===== config.mk =====
export PLATFORM = sky130hd
export DESIGN_NAME = retire_trace_buffer
export DESIGN_NICKNAME = d
export VERILOG_FILES = /design/src/rtl/retire_trace_buffer.sv
export SDC_FILE = /design/constraint.sdc
export NUM_CORES = 1
export LEC_CHECK = 0
export CAP_MARGIN = 25
export CORE_MARGIN = 8
export CORE_UTILIZATION = 57
export CTS_CLUSTER_DIAMETER = 120
export CTS_CLUSTER_SIZE = 28
export DETAILED_ROUTE_END_ITERATION = 10
export DONT_BUFFER_PORTS = 1
export GPL_ROUTABILITY_DRIVEN = 0
export PLACE_DENSITY_LB_ADDON = 0.3
export SKIP_LAST_GASP = 1
export SLEW_MARGIN = 15
export SYNTH_ARGS = -nofsm -noshare
export SYNTH_HDL_FRONTEND = slang
export SYNTH_SLANG_ARGS = --single-unit

===== constraint.sdc =====
create_clock -name clk -period 5.7 [get_ports clk]
set_clock_uncertainty 0.1 [all_clocks]
set_input_delay 0.855 -clock clk [delete_from_list [all_inputs] [get_ports clk]]
set_output_delay 0.855 -clock clk [all_outputs]
set_load 0.01 [all_outputs]

===== src/rtl/retire_trace_buffer.sv =====
// Commit-trace capture FIFO: stamps every retiring instruction with the run
// cycle count, queues it, and drains it over a valid/ready port. After HLT the
// block stops capturing, drains what is queued, then raises done.
module retire_trace_buffer #(
  parameter int unsigned DEPTH = 16,
  parameter int unsigned CYC_W = 32
) (
  input  logic             clk,
  input  logic             rst_n,
  input  logic             wb_valid,
  input  logic [15:0]      wb_pc,
  input  logic [15:0]      wb_instr,
  input  logic             wb_rf_we,
  input  logic [3:0]       wb_rd,
  input  logic [15:0]      wb_rf_wdata,
  input  logic             wb_hlt,
  output logic             out_valid,
  input  logic             out_ready,
  output logic [CYC_W-1:0] out_cycle,
  output logic [15:0]      out_pc,
  output logic [15:0]      out_instr,
  output logic             out_rf_we,
  output logic [3:0]       out_rd,
  output logic [15:0]      out_wdata,
  output logic             out_hlt,
  output logic [CYC_W-1:0] cycle_cnt,
  output logic [CYC_W-1:0] retired_cnt,
  output logic [15:0]      dropped_cnt,
  output logic             overflow,
  output logic             done
);

  localparam int unsigned AW    = $clog2(DEPTH);
  localparam int unsigned CNT_W = AW + 1;
  localparam int unsigned REC_W = CYC_W + 16 + 16 + 1 + 4 + 16 + 1;

  localparam logic [1:0] ST_RUN   = 2'd0;
  localparam logic [1:0] ST_DRAIN = 2'd1;
  localparam logic [1:0] ST_DONE  = 2'd2;

  logic [REC_W-1:0] mem_q [DEPTH];

  logic [1:0]       state_q,    state_d;
  logic [AW-1:0]    wptr_q,     wptr_d;
  logic [AW-1:0]    rptr_q,     rptr_d;
  logic [CNT_W-1:0] count_q,    count_d;
  logic [CYC_W-1:0] cycle_q,    cycle_d;
  logic [CYC_W-1:0] retired_q,  retired_d;
  logic [15:0]      dropped_q,  dropped_d;
  logic             overflow_q, overflow_d;

  logic             pop;
  logic             push;
  logic             push_req;
  logic             full;
  logic [REC_W-1:0] head;
  logic [REC_W-1:0] wr_rec;

  // Handshake qualification; a full FIFO still accepts a push when it pops.
  always_comb begin
    out_valid = (count_q != '0);
    full      = (count_q == CNT_W'(DEPTH));
    pop       = out_valid && out_ready;
    push_req  = wb_valid && (state_q == ST_RUN);
    push      = push_req && (!full || pop);
    head      = mem_q[rptr_q];
    wr_rec    = {cycle_q, wb_pc, wb_instr, wb_rf_we, wb_rd, wb_rf_wdata, wb_hlt};
  end

  // Next-state: pointers, occupancy, counters and the RUN/DRAIN/DONE sequence.
  always_comb begin
    state_d    = state_q;
    wptr_d     = wptr_q;
    rptr_d     = rptr_q;
    count_d    = count_q;
    cycle_d    = cycle_q;
    retired_d  = retired_q;
    dropped_d  = dropped_q;
    overflow_d = overflow_q;

    if (push) begin
      wptr_d    = wptr_q + AW'(1);
      retired_d = retired_q + CYC_W'(1);
    end
    if (pop) begin
      rptr_d = rptr_q + AW'(1);
    end
    if (push && !pop) begin
      count_d = count_q + CNT_W'(1);
    end else if (pop && !push) begin
      count_d = count_q - CNT_W'(1);
    end

    if (push_req && !push) begin
      overflow_d = 1'b1;
      if (dropped_q != 16'hFFFF) begin
        dropped_d = dropped_q + 16'(1);
      end
    end

    case (state_q)
      ST_RUN: begin
        cycle_d = cycle_q + CYC_W'(1);
        if (push_req && wb_hlt) begin
          state_d = ST_DRAIN;
        end
      end
      ST_DRAIN: begin
        if (count_d == '0) begin
          state_d = ST_DONE;
        end
      end
      ST_DONE: begin
        state_d = ST_DONE;
      end
      default: begin
        state_d = ST_RUN;
      end
    endcase
  end

  // Control and counter registers, synchronous active-low reset.
  always_ff @(posedge clk) begin
    if (!rst_n) begin
      state_q    <= ST_RUN;
      wptr_q     <= '0;
      rptr_q     <= '0;
      count_q    <= '0;
      cycle_q    <= '0;
      retired_q  <= '0;
      dropped_q  <= '0;
      overflow_q <= 1'b0;
    end else begin
      state_q    <= state_d;
      wptr_q     <= wptr_d;
      rptr_q     <= rptr_d;
      count_q    <= count_d;
      cycle_q    <= cycle_d;
      retired_q  <= retired_d;
      dropped_q  <= dropped_d;
      overflow_q <= overflow_d;
    end
  end

  // Record storage; contents are don't-care until the pointers cover them.
  always_ff @(posedge clk) begin
    if (rst_n && push) begin
      mem_q[wptr_q] <= wr_rec;
    end
  end

  // Head record presented combinationally, zeroed while nothing is queued.
  always_comb begin
    {out_cycle, out_pc, out_instr, out_rf_we, out_rd, out_wdata, out_hlt} =
      out_valid ? head : '0;
  end

  assign cycle_cnt   = cycle_q;
  assign retired_cnt = retired_q;
  assign dropped_cnt = dropped_q;
  assign overflow    = overflow_q;
  assign done        = (state_q == ST_DONE);

endmodule


Word level (Yosys, flattened, before mapping)

Memories as Yosys holds them, arrays and structs flattened. A register that Yosys moved wholly into a read port is not among the register bits.
Index checks and enable logic that the tools add are counted.

Flip-flop bits (word level): 96
Output and inout port bits: 169
Bits in latches: 0
Memories: 1
Bits in writable memories: 1376
Memory bits (read-only): 0

Memories:

| name  | words | bits a word | rd ports | clocked after memory_dff | write ports | RTL line | text |
|---|---|---|---|---|---|---|---|
| mem_q | 16    | 86          | 1        | 1                        | 1           | 41       | `logic [REC_W-1:0] mem_q [DEPTH];` |

Muxes and demuxes: 10
Shift operators: 0
Equality and inequality tests: 6
$lt $le $gt $ge: 0
Bitwise gates (word level): 0
Add/sub/neg operators: 7
Reduce and logical (&&, ||, !) cells: 17
Multiply operators: 0
Divide/modulo/power cells: 0

Operators with widths:

| kind                                                               | number |
|---|---|
| 86-bit two-way mux                                                 | 1 |
| 32-bit by 1-bit adder with 32-bit output, second input constant    | 2 |
| 16-bit by 1-bit adder with 16-bit output, second input constant    | 1 |
| 16-bit != test, second input constant                              | 1 |
| 5-bit two-way mux                                                  | 2 |
| 4-bit by 1-bit adder with 4-bit output, second input constant      | 2 |
| 1-bit logical AND                                                  | 8 |
| 4-bit two-way mux                                                  | 2 |
| 2-bit one-hot mux with 3 select lines                              | 1 |
| 5-bit by 1-bit adder with 5-bit output, second input constant      | 1 |
| 5-bit == test, second input constant                               | 1 |
| 5-bit zero test                                                    | 1 |
| 5-bit nonzero test                                                 | 1 |
| 5-bit by 1-bit subtractor with 5-bit output, second input constant | 1 |
| 2-bit two-way mux                                                  | 2 |
| 2-bit AND reduction                                                | 2 |
| 1-bit zero test                                                    | 3 |
| 2-bit by 1-bit == test with 1-bit output, second input constant    | 1 |
| 2-bit == test, second input constant                               | 1 |
| 2-bit zero test                                                    | 1 |
| 1-bit two-way mux                                                  | 2 |
| 2-bit by 1-bit != test with 1-bit output, second input constant    | 1 |
| 2-bit != test, second input constant                               | 1 |
| 1-bit logical OR                                                   | 1 |

Longest topological paths before layout

Depth after elaboration: 11
Mapped depth: 9

Worst setup path before layout

No wires, ideal clock.

Path type: input -> register
Start: input wb_valid
End: memory mem_q[13][0] in the netlist's numbering, enable pin
Arrival: 5409 ps
Required time: 5069 ps
Path buffers: 1
Cell stages on the path: 5
Slack: -340 ps
Library setup time: 531 ps
Path through: nand2_1 -> clkbuf_1 -> a21oi_1 -> nand3_1 -> nor2_1

Word-level cells in the longest chain between the ends: 5

RTL lines:

| item                                    | RTL line | text |
|---|---|---|
| from (decl)                             | 10       | `input logic wb_valid,` |
| 1-bit logical AND                       | 64       | `push_req = wb_valid && (state_q == ST_RUN);` |
| 1-bit logical AND                       | 65       | `push = push_req && (!full \|\| pop);` |
| 1-bit logical AND                       | 147      | `if (rst_n && push) begin` |
| 1-bit two-way mux                       | 147      |  |
| 1-bit two-way mux (not written as such) | 148      | `mem_q[wptr_q] <= wr_rec;` |
| to (decl)                               | 41       |  |

Every way passes these cells.

==> flow_summary.json <==
{
  "coreArea_mm2": 0.09842,
  "post-route-util": 0.6110,
  "period_needed_ns": 4.427,
  "timing.hold.ws_ns": 0.1499,
  "hold_class": "in2reg",
  "end_kind": "primary output",
  "power.leakage_nw": 17.70,
  "holdBufCountCts": 0,
  "syn-instance-count": 2549,
  "clk_path_buf_depth": 3,
  "placement.cell_area_mm2": 0.05855,
  "synth-seq-area-share": 0.7652,
  "crit_chain": "buf_12 -> mux4_2 -> mux4_2 -> and2_1",
  "antenna_found_initial": 2,
  "synth-seq-cells": 1476,
  "drc_errors": 0,
  "p_sw_frac": 0.2556,
  "numClockSinks": 1476,
  "crit_top_cell": "mux4_2",
  "synth.distinct_cells": 44,
  "io_buffers": 0,
  "cp.arrival_ns": 3.47,
  "cap_violations": 0,
  "cts-root-buf": "clkbuf_16",
  "die_w_um": 331.2,
  "hold_viol_final": 0,
  "tightest_slew_ns": 1.015,
  "synth_ff_type": "edfxtp_1",
  "drtAntennaViolNets": 0,
  "final_area_mm2": 0.06013,
  "cts_tree": "built",
  "wl_per_cell_um": 31.00,
  "cellPowerDensity_mw_per_mm2": 362.1,
  "period_share": 0.7767,
  "avgViaCountPerCell": 6.592,
  "max_freq_ghz": 0.2259,
  "drive_above_1_share": 0.2229,
  "grt_pass1_vias": 26210,
  "wirelength_mm": 119.4,
  "hpwl_mm": 61.98,
  "cts_resized": 0,
  "crit_fanout": 77,
  "syn_avg_cell_area_um2": 22.21,
  "slowest_delay_ns": 0.77,
  "critical-path-slowest-cell": "dfxtp_4",
  "ir_drop_mv": 0.2579,
  "fin_nets": 2610,
  "track_usage": 0.2176,
  "cts_setup_buffers": 0,
  "grt_pass1_wl_mm": 175.8,
  "setup_ws_ns": 1.273,
  "insertion_delay_ns": 0.69,
  "gr-total-overflow": 0,
  "max-slew-margin-rel": 0.3233,
  "combPwrFrac": 0.208,
  "syn_area_mm2": 0.05661,
  "start_util": 0.5752,
  "cts_max_level": 2,
  "power_frac_seq": 0.564,
  "pwr-share-clk": 0.227,
  "yosys_warnings": 0,
  "async_flop_share": 0,
  "die-area_mm2": 0.1097,
  "vias": 25390,
  "outcome": "completed",
  "nFillCells": 6634,
  "rows": 115,
  "syn-num-nets": 2621,
  "seqCellArea_mm2": 0.04334,
  "cts_buffers": 58,
  "finalSetupViolations": 0,
  "p_int_w": 0.01621,
  "clkTransAtPathRegs_ns": 0.11,
  "slew_viol_final": 0,
  "final_common_cell": "edfxtp_1",
  "worstSetupPathType": "reg2out",
  "start_kind": "flop",
  "synth_edf_count": 1376,
  "grt_max_degree": 99,
  "rsz0062_at_grt": "false",
  "dp_slack_ns": 1.683,
  "area_growth_pct": 6.210,
  "drt_first_pass_iters": 5,
  "cp.required_ns": 4.74,
  "drt_iter0_drc": 2819,
  "multi_input_area_mm2": 0.01287,
  "r2r_slack_ns": 1.63,
  "num_io_pins": 227,
  "p_sw_w": 0.005567,
  "chipHeight_um": 331.2,
  "final_cell_mix": "1376 x edfxtp_1, 430 x mux4_2, 99 x and2_1, 96 x dfxtp_1, 84 x nor2_1"
}
-- cells in the mapped netlist, types with 2 or more instances --
library cell,number,share of area
nand2_1,49,0.0032
and2_1,99,0.011
a21oi_1,21,0.0019
xnor2_1,27,0.0042
nand3b_1,3,0.00040
edfxtp_1,1376,0.73
a2111o_1,2,0.00040
a311oi_1,2,0.00031
nor2_1,100,0.0066
nand2b_1,3,0.00033
buf_2,21,0.0019
nor3_1,8,0.00071
mux2i_1,4,0.00071
a31oi_1,4,0.00044
buf_1,9,0.00060
nand3_1,34,0.0030
and4_1,9,0.0014
o22ai_1,2,0.00022
dfxtp_1,100,0.035
mux4_2,430,0.17
inv_1,13,0.00086
or3_1,16,0.0018
nor4_1,4,0.00044
and3_1,9,0.00099
o21ai_0,14,0.0012
xor2_1,47,0.0073
ha_1,14,0.0031
clkbuf_1,92,0.0061
nand4_1,21,0.0023
or4_1,2,0.00027
-- power by group through the flow --
| stage | Combinational, W | Sequential (W) | Clock (W) |
|---|---|---|---|
| finish | 0.00454 | 0.0123 | 0.00495 |
| global route | 0.00487 | 0.0123 | 0.00538 |
| CTS | 0.00465 | 0.0123 | 0.00506 |
| detailed placement | 0.00463 | 0.0125 | 0 |
| global placement | 0.00456 | 0.0125 | 0 |
| floorplan | 0.00363 | 0.0124 | 0 |
-- per-stage QoR --
step                      power, W  setup TNS [ns]  instances
after floorplan            0.01605         -366.87       2549
after global routing       0.02259               0       3849
after global placement     0.01708               0       3765
after detailed placement   0.01718               0       3765
final                      0.02178               0       3851
after CTS                  0.02201               0       3849
-- final timing paths --
check | start | end | cells after the start
worst min register to register | state_q[0] | state_q[0] | 2
worst min-delay path | wb_instr[8] | mem_q[2][30] | 0
worst max-delay path | flop | out_rd[1] | 4
worst max register to register | state_q[0] | mem_q[4][52] | 7
-- worst max-delay path, delay by kind of cell, from the launching register on --
kind,cells,cell delay [ns]
DFF,1,0.77
and+or+nand+nor,1,0.24
muxes,2,1.14
buffers and inverters,1,0.49
-- per-layer routing --
layer | up-vias | GRT usage | part of all wire
met5 | - | 0 | 0
met4 | 0 | 0.03557 | 0.015
met3 | 133 | 0.04820 | 0.090
met2 | 1092 | 0.3594 | 0.49
met1 | 13670 | 0.3074 | 0.40
li1 | 10490 | - | -
-- flip-flops by register name, indices dropped and copies added, names as in the netlist, named ones only --
name / flops
cycle_cnt: 32
rptr_q: 4
overflow: 1
state_q: 2
dropped_cnt: 16
retired_cnt: 32
mem_q: 1376
wptr_q: 4
count_q: 5
-- final cells by class --
| type | instances | share of cell area |
|---|---|---|
| flip-flops and latches | 1476 | 0.7207 |
| multi-input cells | 937 | 0.2141 |
| well taps | 1287 | 0.02678 |
| clock buffers | 80 | 0.02551 |
| repair buffers | 52 | 0.01128 |
| inverters | 13 | 0.0008115 |
| clock inverters | 4 | 0.0007075 |
| diodes | 2 | 0.00008323 |
-- cells by family after synthesis --
group / after synthesis / share of synthesized area
mux: 434 / 0.1718
fa+ha+maj: 14 / 0.003094
simple gates: 364 / 0.03364
flops: 1476 / 0.7652
xor+xnor: 74 / 0.01145
buf+inv: 136 / 0.009614
compound gates: 51 / 0.005238
Note: power is estimated with default switching activity, not from simulation.
==> edit: new RTL, config.mk and constraints unchanged <==
The parameter `CYC_W` goes from 32 to 64.
--- a/src/rtl/retire_trace_buffer.sv
+++ b/src/rtl/retire_trace_buffer.sv
@@ -5,3 +5,3 @@
   parameter int unsigned DEPTH = 16,
-  parameter int unsigned CYC_W = 32
+  parameter int unsigned CYC_W = 64
 ) (
Ports: changed (resized cycle_cnt, out_cycle and retired_cnt); port bits go from 227 to 323. No check against the original RTL was run, so the function may have changed too.
==> edit against the unedited design <==
  * Cell count rose by 43%
  * Largest cell class unchanged
  * Critical path depth did not move
  * Wire length increased by 46%
  * Worst hold slack worse by 21 ps
  * Setup slack worse by 71 ps
  * First-iteration DRC count increased by 34%
  * Area after synthesis rose by 40%
  * Total power up 39%
  * Design area is 40% higher
  * Sequential cell count rose by 576
==> edit: results (changes against the unedited design) <==
** Synth
- Post-synthesis xor/xnor area fraction :: 1.327% (+0.18 points)
- Dominant cells by area after synthesis :: sky130_fd_sc_hd__edfxtp_1, sky130_fd_sc_hd__mux4_2, sky130_fd_sc_hd__dfxtp_1
- The complex-gate fraction of the synthesized area came to 0.5766% (+0.053 points).
- The average footprint of a synthesized cell was 21.68 um^2 (-2.4%).
- The number of distinct library cell variants in the gate-level netlist after synthesis came to 57 (+30%).
- Top post-synthesis cells by count :: sky130_fd_sc_hd__edfxtp_1, sky130_fd_sc_hd__mux4_2, sky130_fd_sc_hd__dfxtp_1
- Share of synthesized cell area in full adder, half adder and majority cells :: 0.2338% (-0.076 points)
- Post-synthesis sequential area ratio :: 75.73% (-0.79 points)
- Mux share of post-synthesis cell area :: 16.85% (-0.32 points)
- Number of flops mapped to enable cells by yosys :: 1,888 (+37%)

** Clocking
- Insertion delay of the later-clocked pin in the worst-skew pair :: 720 ps (+30 ps)
- CTS Buf Count :: 83 (+43%)
- Level count of the clock H-tree :: 3 (+1)

** Global route
- The met1 layer usage reported by global route is 31.14% (+0.40 points).
- The via count of the first global-routing pass was 36,820 (+40%).
- Wire length of the first global-routing pass :: 253.4 mm (+44%)
- The met2 demand-to-capacity share in global routing is 37.37% (+1.4 points).
- The met3 capacity usage during global routing came to 5.832% (+1.0 points).

** Setup path
- The data arrival time of the critical path is 3540 ps (+70 ps).
- Reg2reg end :: mem_q[12][10]$_DFFE_PP_
- Worst-path maximum fanout :: 79 (+2.6%)
- The number of cells traversed by the worst register-to-register path came to 8 (+1).
- The critical path ends at out_cycle[52].
- Register-to-register path setup slack :: 1550 ps (-80 ps)
- Delay of the slowest cell on the worst path :: 810 ps (+40 ps)

** Layout
- Fraction of final layout cells with drive strength greater than 1 :: 22.08% (-0.21 points)
- The post-route non-filler standard cell count is 5,491 (+43%).
- The number of flip-flops under the largest register name is 1,888 (+37%).

** Power and ir drop
- The static leakage was 0.02518 uW (+42%).
- The maximum ir drop on the vdd rail was 284.3 uV (+10%).

** Placed design
- Instance area at placement :: 82,040 um^2 (+40%)
- Cell Count Post-Placement :: 5,358 (+42%)
- Detail Placement HPWL :: 91.93 mm (+48%)

** Drt
- Vias post-DR :: 35,880 (+41%)
- The met3 layer wire length in the routed design was 16.16 mm (+50%).
- The length of the first detailed-routing pass in iterations was 7 (+2).
- The routed length on met1 was 68.93 mm (+44%).
- The post-detailed-route wirelength per cell is 31.74 um (+2.4%).
- Met2 WL :: 85.40 mm (+45%)
- The detailed router's first-iteration violation count was 3,783 (+34%).

** Min path
- The startpoint identified for the worst hold timing path is wb_instr[15].
- The depth of the worst hold-timing path was 0 (unchanged).
- Endpoint, Worst Hold :: mem_q[0][37]$_DFFE_PP_
- In this run the worst hold path is classified as in -> reg.

** Outcome
- Outcome :: finished, final reports clean

** STA
- The shortest period the worst path allows came to 4498 ps (+70.92 ps).
- Hold WS :: 129.0 ps (-20.93 ps)
- The transition at the pin with the smallest max-transition slack was 1045 ps (+30.02 ps).
[edit: cell count changes in the layout (fill, tap and decap cells not counted), moves of 26 or more]
cell / delta
sky130_fd_sc_hd__edfxtp_1: +512
sky130_fd_sc_hd__dfxtp_1: +64
sky130_fd_sc_hd__nor2_1: +51
sky130_fd_sc_hd__mux4_2: +160
sky130_fd_sc_hd__and2_1: +34
sky130_fd_sc_hd__nand4_1: +30
sky130_fd_sc_hd__xor2_1: +33
sky130_fd_sc_hd__clkbuf_16: +26
[edit: where the power goes]
group / switching, uW / internal, uW / total (uW) / leakage (uW)
Sequential: 203 / 16700 / 16900 / 0.0186
Clock: 4290 / 2780 / 7080 / 0.00110
Combinational: 3230 / 3160 / 6390 / 0.00548
Total: 7730 / 22600 / 30300 / 0.0252
[edit: layout make-up]
cell class,instances,area [um^2]
fill,9275,53230
clock inverter,3,45.04
clock buffer,123,2248
inverter,20,80.08
timing repair buffer,97,1355
tap,1794,2245
multi-input combinational,1401,18470
antenna,1,2.502
sequential,2052,59990
